**src/rtl/neopixel_pkg.sv**
```systemverilog
// Shared types and helpers for the neopixel frame sequencer.
// scale8() is only referenced when NEOPIXEL_BRIGHTNESS_EN is defined.
package neopixel_pkg;

    localparam int unsigned COLOR_W = 24;

    typedef enum logic [1:0] {
        IDLE    = 2'd0,
        READ    = 2'd1,
        PRESENT = 2'd2,
        LATCH   = 2'd3
    } state_t;

    // Host stores {R,G,B}; the LEDs expect {G,R,B} on the wire.
    function automatic logic [COLOR_W-1:0] rgb_to_grb(input logic [COLOR_W-1:0] rgb);
        return {rgb[15:8], rgb[23:16], rgb[7:0]};
    endfunction

    function automatic logic [7:0] scale8(input logic [7:0] c, input logic [7:0] b);
        logic [15:0] p;
        p = 16'(c) * (16'(b) + 16'd1);
        return p[15:8];
    endfunction

endpackage

```
**src/rtl/neopixel_frame_sequencer_if.sv**
```systemverilog
// Pixel stream from the frame sequencer to the bit serializer (valid/ready).
interface neopixel_frame_sequencer_if;

    logic [neopixel_pkg::COLOR_W-1:0] pixel_color;
    logic                             pixel_valid;
    logic                             pixel_ready;

    modport master (output pixel_color, output pixel_valid, input  pixel_ready);
    modport slave  (input  pixel_color, input  pixel_valid, output pixel_ready);

endinterface

```
**src/rtl/neopixel_pixel_ram.sv**
```systemverilog
// NUM_PIXELS x 24 simple dual-port RAM, registered read, read-before-write.
// No reset on the array or read register so it maps onto block RAM.
module neopixel_pixel_ram
    import neopixel_pkg::*;
#(
    parameter  int unsigned NUM_PIXELS = 16,
    parameter  int unsigned ADDR_W     = 8,
    localparam int unsigned RA_W       = (NUM_PIXELS > 1) ? $clog2(NUM_PIXELS) : 1
) (
    input  logic               clock,
    input  logic               wr_en,
    input  logic [ADDR_W-1:0]  wr_addr,
    input  logic [COLOR_W-1:0] wr_data,
    input  logic               rd_en,
    input  logic [RA_W-1:0]    rd_addr,
    output logic [COLOR_W-1:0] rd_data
);

    logic [COLOR_W-1:0] mem [NUM_PIXELS];
    logic               wr_ok;

    // Extra bit keeps the range check correct when NUM_PIXELS == 2**ADDR_W.
    assign wr_ok = wr_en && ({1'b0, wr_addr} < (ADDR_W + 1)'(NUM_PIXELS));

    always_ff @(posedge clock) begin
        if (wr_ok) begin
            mem[wr_addr[RA_W-1:0]] <= wr_data;
        end
        if (rd_en) begin
            rd_data <= mem[rd_addr];
        end
    end

endmodule

```
**src/rtl/neopixel_frame_sequencer.sv**
```systemverilog
// Streams per-LED colours from the pixel RAM to the serializer, then enforces the latch gap.
// Optional NEOPIXEL_BRIGHTNESS_EN adds a brightness input that scales each channel.
module neopixel_frame_sequencer
    import neopixel_pkg::*;
#(
    parameter int unsigned NUM_PIXELS     = 16,
    parameter int unsigned ADDR_W         = 8,
    parameter int unsigned CLOCK_SPEED_HZ = 32_000_000,
    parameter int unsigned LATCH_US       = 80,
    parameter int unsigned REFRESH_HZ     = 60
) (
    input  logic                       clock,
    input  logic                       reset_n,
    input  logic                       wr_en,
    input  logic [ADDR_W-1:0]          wr_addr,
    input  logic [COLOR_W-1:0]         wr_data,
    input  logic                       frame_start,
`ifdef NEOPIXEL_BRIGHTNESS_EN
    input  logic [7:0]                 brightness,
`endif
    neopixel_frame_sequencer_if.master pix,
    output logic                       busy,
    output logic [15:0]                frame_count
);

    localparam int unsigned LATCH_CYC   = CLOCK_SPEED_HZ / 1_000_000 * LATCH_US;
    localparam int unsigned LCNT_W      = $clog2(LATCH_CYC + 1);
    localparam int unsigned REFRESH_CYC = (REFRESH_HZ == 0) ? 1 : CLOCK_SPEED_HZ / REFRESH_HZ;
    localparam int unsigned RT_W        = $clog2(REFRESH_CYC + 1);
    localparam int unsigned RA_W        = (NUM_PIXELS > 1) ? $clog2(NUM_PIXELS) : 1;

    state_t             state_q, state_d;
    logic [ADDR_W-1:0]  idx_q, idx_d;
    logic [LCNT_W-1:0]  latch_q;
    logic [RT_W-1:0]    refresh_q;
    logic               pending_q, pending_d;
    logic [COLOR_W-1:0] ram_q, color_q, present_color;
    logic               refresh_tick, trigger, handshake, last_px, latch_done;

    neopixel_pixel_ram #(
        .NUM_PIXELS (NUM_PIXELS),
        .ADDR_W     (ADDR_W)
    ) u_ram (
        .clock   (clock),
        .wr_en   (wr_en),
        .wr_addr (wr_addr),
        .wr_data (wr_data),
        .rd_en   (state_d == READ),
        .rd_addr (idx_d[RA_W-1:0]),
        .rd_data (ram_q)
    );

    assign refresh_tick    = (REFRESH_HZ != 0) && (refresh_q == RT_W'(REFRESH_CYC - 1));
    assign trigger         = frame_start || refresh_tick;
    assign pix.pixel_valid = (state_q == PRESENT);
    assign pix.pixel_color = color_q;
    assign handshake       = pix.pixel_valid && pix.pixel_ready;
    assign last_px         = (idx_q == ADDR_W'(NUM_PIXELS - 1));
    assign busy            = (state_q != IDLE);

`ifdef NEOPIXEL_BRIGHTNESS_EN
    assign present_color = rgb_to_grb({scale8(ram_q[23:16], brightness),
                                       scale8(ram_q[15:8],  brightness),
                                       scale8(ram_q[7:0],   brightness)});
`else
    assign present_color = rgb_to_grb(ram_q);
`endif

    // The RAM read is launched on the edge entering READ, so its data is ready for the
    // READ->PRESENT colour register and the brightness scale adds no cycle.
    always_comb begin
        state_d    = state_q;
        idx_d      = idx_q;
        pending_d  = pending_q || (trigger && (state_q != IDLE));
        latch_done = 1'b0;
        case (state_q)
            IDLE: begin
                if (trigger || pending_q) begin
                    idx_d     = '0;
                    pending_d = 1'b0;
                    state_d   = READ;
                end
            end
            READ: state_d = PRESENT;
            PRESENT: begin
                if (handshake) begin
                    if (last_px) begin
                        state_d = LATCH;
                    end else begin
                        idx_d   = idx_q + 1'b1;
                        state_d = READ;
                    end
                end
            end
            LATCH: begin
                if (latch_q == LCNT_W'(LATCH_CYC - 1)) begin
                    latch_done = 1'b1;
                    state_d    = IDLE;
                end
            end
            default: state_d = IDLE;
        endcase
    end

    always_ff @(posedge clock or negedge reset_n) begin
        if (!reset_n) begin
            state_q     <= IDLE;
            idx_q       <= '0;
            pending_q   <= 1'b0;
            latch_q     <= '0;
            refresh_q   <= '0;
            color_q     <= '0;
            frame_count <= '0;
        end else begin
            state_q   <= state_d;
            idx_q     <= idx_d;
            pending_q <= pending_d;
            latch_q   <= ((state_q == LATCH) && !latch_done) ? latch_q + 1'b1 : '0;
            refresh_q <= (refresh_q == RT_W'(REFRESH_CYC - 1)) ? '0 : refresh_q + 1'b1;
            if (state_q == READ) begin
                color_q <= present_color;
            end
            if (latch_done) begin
                frame_count <= frame_count + 1'b1;
            end
        end
    end

endmodule
```
**src/flat_wrapper.sv**
```systemverilog
// flat-port wrapper written by rule: the top's interface ports become plain ports
module neopixel_frame_sequencer_flat import neopixel_pkg::*;
#(
    parameter int unsigned NUM_PIXELS     = 16,
    parameter int unsigned ADDR_W         = 8,
    parameter int unsigned CLOCK_SPEED_HZ = 32_000_000,
    parameter int unsigned LATCH_US       = 80,
    parameter int unsigned REFRESH_HZ     = 60
)
  (clock, reset_n, wr_en, wr_addr, wr_data, frame_start, busy, frame_count, pix_pixel_color, pix_pixel_valid, pix_pixel_ready);
  neopixel_frame_sequencer_if pix_i ();
  input  logic clock;
  input  logic reset_n;
  input  logic wr_en;
  input  logic [ADDR_W-1:0] wr_addr;
  input  logic [COLOR_W-1:0] wr_data;
  input  logic frame_start;
  output logic busy;
  output logic [15:0] frame_count;
  output wire logic [$bits(pix_i.pixel_color)-1:0] pix_pixel_color;
  output wire logic [$bits(pix_i.pixel_valid)-1:0] pix_pixel_valid;
  input wire logic [$bits(pix_i.pixel_ready)-1:0] pix_pixel_ready;
  assign pix_pixel_color = pix_i.pixel_color;
  assign pix_pixel_valid = pix_i.pixel_valid;
  assign pix_i.pixel_ready = pix_pixel_ready;
  neopixel_frame_sequencer #(.NUM_PIXELS(NUM_PIXELS), .ADDR_W(ADDR_W), .CLOCK_SPEED_HZ(CLOCK_SPEED_HZ), .LATCH_US(LATCH_US), .REFRESH_HZ(REFRESH_HZ)) u_core (.clock(clock), .reset_n(reset_n), .wr_en(wr_en), .wr_addr(wr_addr), .wr_data(wr_data), .frame_start(frame_start), .pix(pix_i), .busy(busy), .frame_count(frame_count));
endmodule
```
**config.mk**
```make
export PLATFORM = sky130hd
export DESIGN_NAME = neopixel_frame_sequencer_flat
export DESIGN_NICKNAME = d
export VERILOG_FILES = /design/src/rtl/neopixel_pkg.sv /design/src/rtl/neopixel_frame_sequencer_if.sv /design/src/rtl/neopixel_pixel_ram.sv /design/src/rtl/neopixel_frame_sequencer.sv /design/src/flat_wrapper.sv
export SDC_FILE = /design/constraint.sdc
export NUM_CORES = 1
export LEC_CHECK = 0
export CAP_MARGIN = 20
export CORE_MARGIN = 5
export CORE_UTILIZATION = 25
export DETAILED_ROUTE_END_ITERATION = 10
export DONT_BUFFER_PORTS = 1
export HOLD_SLACK_MARGIN = 0.1
export PLACE_DENSITY = 0.36
export SLEW_MARGIN = 20
export SYNTH_ARGS = -nofsm -noshare
export SYNTH_HDL_FRONTEND = slang
export SYNTH_HIERARCHICAL = 1
export SYNTH_SLANG_ARGS = --single-unit
```
**constraint.sdc**
```tcl
create_clock -name clock -period 3.9 [get_ports clock]
set_clock_uncertainty 0.05 [all_clocks]
set_input_delay 0.975 -clock clock [delete_from_list [all_inputs] [get_ports clock]]
set_output_delay 0.975 -clock clock [all_outputs]
set_load 0.03 [all_outputs]
```
==> flow_summary.ini, run 1 <==
[clocking]
cts.sinks = 491
clk_latency_ns = 0.60
path_clk_slew_ns = 0.06
clock_path_buffers = 3
htree_levels = 2
hold_buffers = 1
tritoncts = yes
numCtsBuffers = 55
cts_resized = 0
cts_root_buffer = clkbuf_16
post_cts_buffers = 0

[global_routing]
grt_antenna_before_repair = 2
grt_pass1_wl_um = 71770
overflow = 0
grt_pass1_vias = 9636
gr-usage-all-layers = 0.1213
grt_max_degree = 84

[synth]
syn-cell-area_um2 = 18900
syn_avg_cell_area_um2 = 19.61
async_flop_share = 0.1690
yosysUniqueCellTypes = 47
ys_seq_elements = 491
synth-edff-count = 408
syn_nets = 1006
ys_seq_area_frac = 0.7580
synthCells = 964
yosysWarnings = 6
synth_flop_cell = edfxtp_1

[worst_setup_path]
cp_num_cells = 11
reg2reg_depth = 11
cpMaxStageDelayCell = mux4_2
crit_path_max_incr_delay_ns = 0.53
end_kind = flop
cp_top_family = simple AND/OR/NAND/NOR gates
path_cells = ha_1 -> nand3_1 -> nand2b_1 -> and2_4 -> or3_4 -> o21ai_4 -> buf_12 -> buf_4 -> mux4_2 -> a22oi_1 -> nand2_1
worstPathArrival_ns = 3.64
criticalPathCategory = flop to flop
cp.buffers_inverters = 2
start_kind = flop
critPathMaxFanout = 13
critical_path_required_ns = 4.18

[placed_design]
port_buffers = 0
hpwl_um = 26530
gp_congestion = 0.6959

[power]
leakage_nw = 7.274
power.density_nw_per_um2 = 694.9
ir_worst_vdd_mv = 0.3322

[floorplanning]
core_um2 = 74700
fp-row-count = 100
dieArea_um2 = 81210
fp.dieW_um = 285.0
pin_count = 79
die_y_um = 285.0
start_util = 0.2531

[cells_and_area]
multi_input_area_um2 = 4508
final_common_cell = edfxtp_1
n_fill_cell = 7247
diodes = 0
drive_gt1_frac = 0.2549
fin_nets = 1071
seqCellArea_um2 = 14330
fin_util = 0.3014
final_cell_mix = edfxtp_1, mux4_2, dfrtp_1
area_growth_syn_to_layout_pct = 19.11

[sta]
setup_viol = 0
finalSetupTns_ns = 0
final-max-slew-violation-count = 0
holdWs_ns = 0.2251
slew_headroom = 0.4608
hold_violations = 0
grt_setup_unrepaired = false
min_period_ns = 3.357
tightest_slew_ns = 0.8026
max_freq_mhz = 297.9
finalCritPeriodShare = 0.8608

[route]
drc = 0
wl_um = 49730
vias = 9246
post_drt_via_cell_ratio = 4.523
wl_per_cell_um = 24.33
drt-initial-drc-count = 777
antenna_left = 0
drt-pass1-iter-count = 4

[job]
maxCapViolCount = 0

[hold_path]
hold_class = input pin to asynchronous set/reset pin

[outcome]
status = complete, no violations
-- state kept, by name, indices dropped and copies added (netlist names) --
signal,flops
u_core/latch_q,12
u_core/u_ram/mem,384
u_core/pending_q,1
u_core/pix.pixel_color,24
u_core/idx_q,8
u_core/u_ram/rd_data,24
u_core/frame_count,16
u_core/state_q,2
u_core/refresh_q,20
-- layout make-up --
type,count,area share
clock buffers,65,0.06374
well taps,969,0.05385
repair buffers,47,0.03279
clock inverters,38,0.01184
flip-flops and latches,491,0.6364
inverters,7,0.001167
multi-input cells,427,0.2002
-- final timing paths --
check                                    startpoint                          to  slack, ns
hold reg to reg            u_core/u_ram/rd_data[13]  u_core/pix.pixel_color[21]       0.42
max in group asynchronous                   reset_n   u_core/pix.pixel_color[5]       3.18
hold / removal                              reset_n        u_core/refresh_q[19]       0.23
setup reg to reg                    u_core/idx_q[0]     u_core/u_ram/rd_data[0]       0.54
setup / recovery                    u_core/idx_q[0]     u_core/u_ram/rd_data[0]       0.54
min in group clock                      wr_data[10]    u_core/u_ram/mem[10][10]       0.42
-- Yosys cell counts, types with 7 or more instances --
cell | instances | share of area
a22oi_1 | 48 | 0.019
buf_2 | 11 | 0.0029
clkbuf_1 | 22 | 0.0044
dfrtp_1 | 83 | 0.11
edfxtp_1 | 408 | 0.65
inv_1 | 7 | 0.0014
mux2_2 | 25 | 0.015
mux4_2 | 96 | 0.11
nand2_1 | 48 | 0.0095
nand3_1 | 24 | 0.0064
nand4_1 | 15 | 0.0050
nor2_1 | 46 | 0.0091
nor3_1 | 10 | 0.0026
o21ai_0 | 7 | 0.0019
xnor2_1 | 20 | 0.0093
xor2_1 | 21 | 0.0097
-- metrics by stage --
stage	cell area, um2	worst slack, ns	cells	total power [mW]
6_report	22520	0.5429	2044	15.65
5_1_grt	22520	0.3380	2044	16.46
4_1_cts	22460	0.5111	2042	15.94
3_5_place_dp	20730	0.4091	1938	10.91
3_3_place_gp	20730	0.4015	1938	10.93
2_1_floorplan	18910	0.1861	964	9.351
-- where the power goes --
part	internal (mW)	total, mW	switching (mW)
Sequential	6.15	6.70	0.552
Combinational	2.01	4.04	2.04
Clock	2.81	4.90	2.09
Total	11.0	15.6	4.68
-- routing by layer --
| layer | part of all wire | wire, um | global-route usage | vias to the layer above |
|---|---|---|---|---|
| li1 | - | - | - | 4035 |
| met1 | 0.47 | 23230 | 0.1746 | 4960 |
| met2 | 0.46 | 22990 | 0.1870 | 188 |
| met3 | 0.054 | 2689 | 0.02923 | 63 |
| met4 | 0.017 | 833 | 0.02752 | 0 |
| met5 | 0 | 0 | 0 | - |
-- logic make-up after synthesis --
kind of cell	count (synthesis)	share of synthesized area
adders and majority gates	5	0.003310
DFF	491	0.7580
muxes	122	0.1298
xor gates and xnor gates	41	0.01900
buffers and inverters	46	0.01205
and+or+nand+nor	188	0.05136
AOI/OAI and AO/OA	71	0.02648
Note: power is estimated with default switching activity, not from simulation.
==> run 2: changes to the inputs <==
--- a/config.mk
+++ b/config.mk
@@ -12,6 +12,7 @@
 export DONT_BUFFER_PORTS = 1
 export HOLD_SLACK_MARGIN = 0.1
 export PLACE_DENSITY = 0.36
+export REMOVE_ABC_BUFFERS = 1
 export SLEW_MARGIN = 20
 export SYNTH_ARGS = -nofsm -noshare
 export SYNTH_HDL_FRONTEND = slang
==> flow_summary.ini, run 2 (same netlist as run 1, synthesis figures left out) <==
[outcome]
status = complete, no violations

[power]
p_sw_frac = 0.2952
pwr-share-comb = 0.243
p_sw_mw = 4.625
ir_worst_vdd_mv = 0.3195
seq_power_share = 0.426
intPower_mw = 11.04
p_clk_frac = 0.331
power.density_nw_per_um2 = 699.6
leakage_nw = 7.256

[clocking]
cts.sinks = 491
hold_buffers = 1
path_clk_slew_ns = 0.06
numCtsBuffers = 55
cts_resized = 0
cts_root_buffer = clkbuf_16
clk_latency_ns = 0.61
clock_path_buffers = 3
tritoncts = yes
post_cts_buffers = 0
htree_levels = 2

[sta]
hold_violations = 0
setup_ws_ns = 0.5562
min_period_ns = 3.344
tightest_slew_ns = 0.9557
final-max-slew-violation-count = 0
setup_viol = 0
holdWs_ns = 0.2474
max_freq_mhz = 299.1
grt_setup_unrepaired = false
slew_headroom = 0.3629
finalCritPeriodShare = 0.8574

[cells_and_area]
area_growth_syn_to_layout_pct = 18.48
multi_input_area_um2 = 4506
fin_nets = 1061
seqCellArea_um2 = 14330
drive_gt1_frac = 0.2563
fin_util = 0.2998
finalInstanceArea_um2 = 22400
final_cell_mix = edfxtp_1, mux4_2, dfrtp_1
final_common_cell = edfxtp_1
largest_reg_flops = 384
n_fill_cell = 7268
diodes = 0

[global_routing]
grt_pass1_wl_um = 70930
grt_pass1_vias = 9823
grt_max_degree = 84
overflow = 0
gr-usage-all-layers = 0.1196
grt_antenna_before_repair = 1

[placed_design]
dp_slack_ns = 0.3488
gp_congestion = 0.7065
port_buffers = 0
hpwl_um = 25080
placed_cell_area_um2 = 20540

[worst_setup_path]
cp.buffers_inverters = 2
critical_path_required_ns = 4.21
start_kind = flop
critPathMostFrequentCell = buf_12
criticalPathCategory = flop to flop
cpMaxStageDelayCell = mux4_2
path_cells = ha_1 -> nand3_1 -> nand2b_1 -> and2_4 -> or3_4 -> o21ai_4 -> buf_12 -> buf_12 -> mux4_2 -> a22oi_1 -> nand2_1
critPathMaxFanout = 24
end_kind = flop
cp_top_family = simple AND/OR/NAND/NOR gates
crit_path_max_incr_delay_ns = 0.52
worstPathArrival_ns = 3.66

[route]
drt-pass1-iter-count = 4
drt-initial-drc-count = 689
post_drt_via_cell_ratio = 4.468
antenna_left = 0
drc = 0
wl_per_cell_um = 23.90
wl_um = 48610
vias = 9087

[floorplanning]
fp-row-count = 100
start_util = 0.2531
dieArea_um2 = 81210
core_um2 = 74700
die_y_um = 285.0
pin_count = 79
fp.dieW_um = 285.0

[hold_path]
hold_class = input pin to asynchronous set/reset pin

[job]
maxCapViolCount = 0
==> run 2: changes by cell type in the layout (fill, tap and decap cells not counted), sizes merged <==
cell and delta:
bufinv +2, clkinvlp -3, inv +1, clkinv -5, buf -10, clkbuf +5
==> run 2: per-layer routing <==
layer,vias up,GRT usage,wire (um)
met5,-,0,0
met4,0,0.02849,854
met3,51,0.02963,2731
met2,181,0.1901,22570
met1,4852,0.1663,22450
li1,4003,-,-
==> run 2: layout make-up <==
type / count / share of cell area
Sequential cell: 491 / 0.6398
Tap cell: 969 / 0.05413
Clock inverter: 33 / 0.01436
Timing Repair Buffer: 37 / 0.02223
Clock buffer: 70 / 0.06715
Multi-Input combinational cell: 427 / 0.2012
Inverter: 7 / 0.001173
==> run 2: power groups by stage <==
| stage | Sequential [mW] | Combinational, mW | Clock [mW] |
|---|---|---|---|
| 5_1_grt | 6.71 | 4.18 | 5.60 |
| 4_1_cts | 6.69 | 3.96 | 5.39 |
| 3_3_place_gp | 6.80 | 3.92 | 0 |
| 3_5_place_dp | 6.79 | 3.93 | 0 |
| 6_report | 6.67 | 3.81 | 5.19 |
| 2_1_floorplan | 6.62 | 2.47 | 0 |
==> run 2: path summary, 6_finish.rpt <==
kind                                           from                         end  slack, ns  cells after the start
setup / recovery                    u_core/idx_q[0]     u_core/u_ram/rd_data[3]       0.56                     11
hold / removal                              reset_n  u_core/pix.pixel_color[20]       0.25                      1
setup reg to reg                    u_core/idx_q[0]     u_core/u_ram/rd_data[3]       0.56                     11
hold reg to reg            u_core/u_ram/rd_data[23]  u_core/pix.pixel_color[15]       0.43                      1
max in group asynchronous                   reset_n  u_core/pix.pixel_color[18]       3.13                      1
min in group clock                      wr_data[18]     u_core/u_ram/mem[6][18]       0.40                      0
==> run 2: worst register-to-register path, delay by kind of cell (launching register included) <==
kind / cells / cell delay (ns)
AO/OA/AOI/OAI: 2 / 0.38
buffers and inverters: 2 / 0.53
AND/OR/NAND/NOR: 5 / 1.03
flip-flops: 1 / 0.39
multiplexers: 1 / 0.53
adder cells (fa/ha/maj): 1 / 0.20
==> run 2: stage by stage <==
step           power [mW]  TNS (ns)  instances
4_1_cts             16.04         0       2034
5_1_grt             16.49         0       2034
2_1_floorplan       9.085   -174.04        925
6_report            15.67         0       2034
3_5_place_dp        10.72         0       1930
3_3_place_gp        10.72         0       1930
